[config.mk]
export PLATFORM = sky130hd
export DESIGN_NAME = spi_slave
export DESIGN_NICKNAME = d
export VERILOG_FILES = /design/src/rtl/spi_pkg.sv /design/src/rtl/spi_sync_edge.sv /design/src/rtl/spi_slave.sv
export SDC_FILE = /design/constraint.sdc
export NUM_CORES = 1
export LEC_CHECK = 0
export ABC_AREA = 1
export CORE_ASPECT_RATIO = 0.7
export CORE_MARGIN = 2
export CORE_UTILIZATION = 52
export DETAILED_ROUTE_END_ITERATION = 12
export DONT_BUFFER_PORTS = 1
export PLACE_DENSITY = 0.7
export SETUP_SLACK_MARGIN = 0.5
export SYNTH_ARGS = -nofsm -noshare
export SYNTH_HDL_FRONTEND = slang
export SYNTH_SLANG_ARGS = --single-unit
[constraint.sdc]
create_clock -name clk -period 1.1 [get_ports clk]
set_input_delay 0.165 -clock clk [delete_from_list [all_inputs] [get_ports clk]]
set_output_delay 0.165 -clock clk [all_outputs]
set_load 0.02 [all_outputs]
[src/rtl/spi_pkg.sv]
// spi_pkg: shared constants and types for the SPI target.
//   DATA_W_DEF      default bits per SPI frame
//   SYNC_STAGES_DEF default synchroniser depth on SPI pins
//   state_t         frame FSM states (IDLE, ACTIVE)
//   SPI_MODE0       {CPOL, CPHA} of the supported mode
//   IDLE_MISO       level driven on miso outside a frame
package spi_pkg;

  localparam int DATA_W_DEF      = 8;
  localparam int SYNC_STAGES_DEF = 2;

  typedef enum logic {
    IDLE   = 1'b0,
    ACTIVE = 1'b1
  } state_t;

  // {CPOL, CPHA}
  localparam logic [1:0] SPI_MODE0 = 2'b00;
  localparam logic       IDLE_MISO = 1'b0;

endpackage

[src/rtl/spi_sync_edge.sv]
// spi_sync_edge: multi-flop synchroniser for one asynchronous SPI pin with
// single-cycle rise/fall pulses derived from the synchronised value.
// Ports:
//   clk     system clock
//   rst     synchronous active-high reset
//   i_async asynchronous pin
//   o_rise  1-cycle pulse on synchronised 0->1
//   o_fall  1-cycle pulse on synchronised 1->0
module spi_sync_edge #(
  parameter int   SYNC_STAGES = 2,
  parameter logic RST_VAL     = 1'b0
) (
  input  logic clk,
  input  logic rst,
  input  logic i_async,
  output logic o_rise,
  output logic o_fall
);

  logic [SYNC_STAGES-1:0] r_sync;
  logic                   r_prev;
  logic                   w_sync;

  assign w_sync = r_sync[SYNC_STAGES-1];

  // Synchroniser chain plus one history flop for edge detection.
  always_ff @(posedge clk) begin
    if (rst) begin
      r_sync <= {SYNC_STAGES{RST_VAL}};
      r_prev <= RST_VAL;
    end else begin
      r_sync <= {r_sync[SYNC_STAGES-2:0], i_async};
      r_prev <= w_sync;
    end
  end

  assign o_rise = w_sync & ~r_prev;
  assign o_fall = ~w_sync & r_prev;

endmodule

[src/rtl/spi_slave.sv]
// spi_slave: SPI mode-0, MSB-first byte-serial target. SPI pins are
// oversampled by clk; sclk is never used as a clock.
// Ports:
//   clk, rst            system clock, synchronous active-high reset
//   sclk, mosi, cs      SPI pins from the master (cs active-low)
//   miso                serial data to the master
//   tx_data/valid/ready one-entry transmit buffer write port
//   rx_data, rx_valid   last received byte and its 1-cycle update pulse
//   busy                frame active (synchronised cs low)
//   underrun            1-cycle pulse: shifter loaded from an empty buffer
//   abort               1-cycle pulse: frame ended on a partial byte
module spi_slave
  import spi_pkg::*;
#(
  parameter int DATA_W      = DATA_W_DEF,
  parameter int SYNC_STAGES = SYNC_STAGES_DEF
) (
  input  logic              clk,
  input  logic              rst,
  input  logic              sclk,
  input  logic              mosi,
  input  logic              cs,
  output logic              miso,
  input  logic [DATA_W-1:0] tx_data,
  input  logic              tx_valid,
  output logic              tx_ready,
  output logic [DATA_W-1:0] rx_data,
  output logic              rx_valid,
  output logic              busy,
  output logic              underrun,
  output logic              abort
);

  localparam int              CNT_W      = $clog2(DATA_W);
  localparam logic [CNT_W-1:0] CNT_MAX   = CNT_W'(DATA_W - 1);
  localparam logic [CNT_W-1:0] CNT_ZERO  = CNT_W'(0);
  localparam logic [CNT_W-1:0] CNT_ONE   = CNT_W'(1);
  localparam logic             SCLK_IDLE = SPI_MODE0[1];

  state_t                 r_state;
  state_t                 w_state_next;
  logic [SYNC_STAGES-1:0] r_mosi_sync;
  logic                   w_mosi_s;
  logic                   w_sclk_rise;
  logic                   w_sclk_fall;
  logic                   w_cs_rise;
  logic                   w_cs_fall;
  logic [CNT_W-1:0]       r_bit_cnt;
  logic [DATA_W-1:0]      r_rx_shift;
  logic                   r_rx_done;
  logic [DATA_W-1:0]      r_tx_shift;
  logic [DATA_W-1:0]      r_buf;
  logic                   r_buf_full;
  logic                   r_miso;
  logic [DATA_W-1:0]      r_rx_data;
  logic                   r_rx_valid;
  logic                   r_underrun;
  logic                   r_abort;
  logic                   w_load;
  logic                   w_wr;
  logic [DATA_W-1:0]      w_load_data;

  spi_sync_edge #(.SYNC_STAGES(SYNC_STAGES), .RST_VAL(SCLK_IDLE)) u_sclk_sync (
    .clk    (clk),
    .rst    (rst),
    .i_async(sclk),
    .o_rise (w_sclk_rise),
    .o_fall (w_sclk_fall)
  );

  spi_sync_edge #(.SYNC_STAGES(SYNC_STAGES), .RST_VAL(1'b1)) u_cs_sync (
    .clk    (clk),
    .rst    (rst),
    .i_async(cs),
    .o_rise (w_cs_rise),
    .o_fall (w_cs_fall)
  );

  // mosi only needs to be aligned with the synchronised sclk, no edges.
  always_ff @(posedge clk) begin
    if (rst) begin
      r_mosi_sync <= {SYNC_STAGES{1'b0}};
    end else begin
      r_mosi_sync <= {r_mosi_sync[SYNC_STAGES-2:0], mosi};
    end
  end

  assign w_mosi_s = r_mosi_sync[SYNC_STAGES-1];

  // Frame state register.
  always_ff @(posedge clk) begin
    if (rst) begin
      r_state <= IDLE;
    end else begin
      r_state <= w_state_next;
    end
  end

  // Next-state and shifter-load decode. A cs fall in IDLE takes priority
  // over any sclk edge in the same cycle because sclk is only acted on in
  // ACTIVE; a cs rise likewise masks a coincident sclk fall.
  always_comb begin
    w_state_next = r_state;
    w_load       = 1'b0;
    case (r_state)
      IDLE: begin
        if (w_cs_fall) begin
          w_state_next = ACTIVE;
          w_load       = 1'b1;
        end else begin
          w_state_next = IDLE;
        end
      end
      ACTIVE: begin
        if (w_cs_rise) begin
          w_state_next = IDLE;
        end else if (w_sclk_fall && (r_bit_cnt == CNT_ZERO)) begin
          w_load = 1'b1;
        end else begin
          w_load = 1'b0;
        end
      end
      default: begin
        w_state_next = IDLE;
      end
    endcase
  end

  assign w_load_data = r_buf_full ? r_buf : {DATA_W{1'b0}};
  assign w_wr        = tx_valid & ~r_buf_full;

  // One-entry tx buffer. A load from an empty buffer does not block a
  // simultaneous write; that byte is kept for the next load.
  always_ff @(posedge clk) begin
    if (rst) begin
      r_buf      <= {DATA_W{1'b0}};
      r_buf_full <= 1'b0;
    end else if (w_load && r_buf_full) begin
      r_buf_full <= 1'b0;
    end else if (w_wr) begin
      r_buf      <= tx_data;
      r_buf_full <= 1'b1;
    end
  end

  // Shifters, bit counter and registered status outputs.
  always_ff @(posedge clk) begin
    if (rst) begin
      r_bit_cnt  <= CNT_ZERO;
      r_rx_shift <= {DATA_W{1'b0}};
      r_rx_done  <= 1'b0;
      r_tx_shift <= {DATA_W{1'b0}};
      r_miso     <= IDLE_MISO;
      r_rx_data  <= {DATA_W{1'b0}};
      r_rx_valid <= 1'b0;
      r_underrun <= 1'b0;
      r_abort    <= 1'b0;
    end else begin
      r_rx_valid <= 1'b0;
      r_underrun <= 1'b0;
      r_abort    <= 1'b0;
      r_rx_done  <= 1'b0;
      // Completed byte is published one cycle after its last bit lands.
      if (r_rx_done) begin
        r_rx_data  <= r_rx_shift;
        r_rx_valid <= 1'b1;
      end
      if (r_state == IDLE) begin
        if (w_cs_fall) begin
          r_bit_cnt  <= CNT_ZERO;
          r_tx_shift <= w_load_data;
          r_miso     <= w_load_data[DATA_W-1];
          r_underrun <= ~r_buf_full;
        end
      end else if (w_cs_rise) begin
        r_abort   <= (r_bit_cnt != CNT_ZERO);
        r_bit_cnt <= CNT_ZERO;
        r_miso    <= IDLE_MISO;
      end else begin
        if (w_sclk_rise) begin
          r_rx_shift <= {r_rx_shift[DATA_W-2:0], w_mosi_s};
          if (r_bit_cnt == CNT_MAX) begin
            r_bit_cnt <= CNT_ZERO;
            r_rx_done <= 1'b1;
          end else begin
            r_bit_cnt <= r_bit_cnt + CNT_ONE;
          end
        end
        if (w_sclk_fall) begin
          if (w_load) begin
            r_tx_shift <= w_load_data;
            r_miso     <= w_load_data[DATA_W-1];
            r_underrun <= ~r_buf_full;
          end else begin
            r_tx_shift <= {r_tx_shift[DATA_W-2:0], 1'b0};
            r_miso     <= r_tx_shift[DATA_W-2];
          end
        end
      end
    end
  end

  assign miso     = r_miso;
  assign tx_ready = ~r_buf_full;
  assign rx_data  = r_rx_data;
  assign rx_valid = r_rx_valid;
  assign busy     = (r_state == ACTIVE);
  assign underrun = r_underrun;
  assign abort    = r_abort;

endmodule
==> flow_summary.toml <==
[yosys]
synth.area.top_cells = "dfxtp_1, nor2_1, nand3_1"
seq_area_frac_synth = 0.508
syn_area_mm2 = 0.00193
yosysMostFrequentCell = "nor2_1"
synth_area_leader_cell = "dfxtp_1"
netlist_top_cells_count = "nor2_1, dfxtp_1, inv_1"
synth_top_area_frac = 0.508
synth-seq-cells = 49
syn_nets = 267
syn_area_per_cell_um2 = 7.72
ys.flop_type = "dfxtp_1"
synth_edf_count = 0
ys_types = 26
async_flop_share = 0
synth_warnings = 0
synthCells = 250

[cts]
htreeDepth = 2
clock-sinks = 49
cts-hold-fix-buffers = 2
cts-buffers-inserted = 5
clock_latency_ps = 300
ctsLongestPathBuffers = 2
clockRootBuffer = "clkbuf_8"
cts_tree = "done"
cts.clk_slew.worst_paths_ps = 100

[sta]
clock.fmax_mhz = 760
slew_headroom = 0.776
fin_crit_sh = 1.20
period_minus_slack_ps = 1320
tightest_slew_ps = 336
finClkSkew_ps = 5.46
rsz0062_at_grt = "yes"
slew_viol_final = 0
setup_ws_ps = -216
finalHoldViolCount = 16
holdWs_ps = -97.1
setup_violations = 23

[power]
ir_worst_vdd_mv = 1.12
power_per_cell_area_mw_per_mm2 = 1270
power_leakage_nw = 1.08

[worst_setup_path]
critical_path_buf_inv_count = 3
start_kind = "flop"
crit_slowest_cell = "dfxtp_2"
path_cells = "inv_2, ha_4, inv_2, nor2_4, nand3_4, nand2_4, nand3_2, nand3_2, nand2_1, inv_1"
worstPathArrival_ps = 1570
critPathTopFamily = "simple AND/OR/NAND/NOR gates"
worst-setup-path-type = "reg2reg"
setup.worst_path.end_class = "flop"
crit_fanout = 7
slowest_delay_ps = 340
required_ps = 1350

[finish]
final_layout_size_suffix_gt1_frac = 0.542
area_delta_synth_final_pct = 44.7
n_antenna_cell = 0
final_core_util = 0.790
fin_nets = 291

[flow_run]
drv_cap = 0

[die]
ios = 28
core_mm2 = 0.00354
initial_utilization = 0.546
fp.dieH_um = 55.0
die_w_um = 76.8
rows = 18
die_area_mm2 = 0.00422

[global_route]
grt_usage = 0.247
grt_pass1_vias = 1514
grt_max_degree = 28
antenna_found_initial = 0
grt_first_pass_wirelength_um = 7700
overflow = 0

[placement]
globalplace.congestion = 0.861
port_buffers = 0
dp_hpwl_um = 2700
dpl_worst_slack_ps = -168

[drt]
totalWireLength_um = 5260
drt-vias-per-instance = 5.42
route.detailed.drc = 0
firstDrtPassIters = 4
drtIter0Drc = 94
wl_per_cell_um = 16.2
route.vias.total = 1760
drtAntennaViolNets = 0

[outcome]
violations = "hold timing, setup timing"
status = "finished with violations"

[hold_path]
hold_class = "in2reg"
worst paths after layout:
kind                                     from  depth (start not counted)                                to  slack [ps]
max reg2reg         r_bit_cnt[1]$_SDFFE_PP0P_                         10        r_tx_shift[6]$_SDFFE_PP0P_        -220
min                                       rst                          1           r_buf_full$_SDFFE_PP0P_        -100
min reg2reg  u_sclk_sync.r_sync[0]$_SDFF_PP0_                          2  u_sclk_sync.r_sync[1]$_SDFF_PP0_         400
max                 r_bit_cnt[1]$_SDFFE_PP0P_                         10        r_tx_shift[6]$_SDFFE_PP0P_        -220
repair_timing:
item / 4_1_cts / 5_1_grt
cloned: 2 / 0
hold endpoints to repair: 21 / 16
setup buffers: 4 / 3
pin swaps: 22 / 11
setup endpoints to repair: 56 / 59
gates resized for setup: 98 / 44
where the power goes:
part	switching, mW	internal, mW
Clock	0.636	0.523
Combinational	0.292	0.205
Sequential	0.0777	1.82
stage by stage:
step / power [mW] / TNS [ps] / cells / cell area [um^2]
after floorplan: 2.20 / -483 / 250 / 2020
after global placement: 2.26 / -1300 / 307 / 2130
after detailed placement: 2.27 / -1800 / 307 / 2130
after CTS: 3.48 / -1750 / 323 / 2640
after global routing: 3.68 / -4350 / 325 / 2790
final: 3.55 / -2890 / 325 / 2790
placed cells by master, fill, tap and decap left out, types with 5 or more instances in the layout:
cell	synthesis	layout
a21oi_2	0	5
inv_2	5	9
nor2_1	65	45
dfxtp_2	0	5
nor2_2	4	14
nor2_4	0	10
inv_1	24	13
dfxtp_4	0	16
nand3_2	2	15
o21ai_2	2	13
clkbuf_8	0	6
nand2_1	18	14
buf_6	2	8
nand3_1	23	7
o21ai_1	11	13
dfxtp_1	49	28
buf_4	0	13
sequential cells by signal, summed over array words and instances, names as in the netlist:
| register | cells |
|---|---|
| abort | 1 |
| r_bit_cnt | 3 |
| r_tx_shift | 7 |
| underrun | 1 |
| r_rx_done | 1 |
| miso | 1 |
| u_sclk_sync.r_sync | 2 |
| rx_valid | 1 |
| r_buf | 8 |
| busy | 1 |
| r_rx_shift | 8 |
| r_buf_full | 1 |
| u_sclk_sync.r_prev | 1 |
| rx_data | 8 |
| r_mosi_sync | 2 |
| u_cs_sync.r_sync | 2 |
| u_cs_sync.r_prev | 1 |
kinds of logic after synthesis:
logic type	Yosys count	synth area share
compound gates	39	0.111
fa+ha+maj	3	0.0194
buf+inv	38	0.0836
flops	49	0.508
simple gates	121	0.277
per-layer routing:
layer  vias up  global-route usage  part of all wire
met5         -                   0                 0
met4         0              0.0848             0.020
met3        11              0.0747             0.046
met2        53               0.380              0.47
met1       845               0.335              0.46
li1        851                   -                 -
area by class of cell:
| type | count | area [um^2] |
|---|---|---|
| Multi-Input combinational cell | 164 | 1200 |
| Sequential cell | 49 | 1050 |
| Fill cell | 216 | 743 |
| Timing Repair Buffer | 22 | 198 |
| Inverter | 31 | 175 |
| Clock buffer | 6 | 82.6 |
| Tap cell | 50 | 62.6 |
| Clock inverter | 2 | 17.5 |
| Timing Repair inverter | 1 | 8.76 |
(Power assumes the default switching activity.)
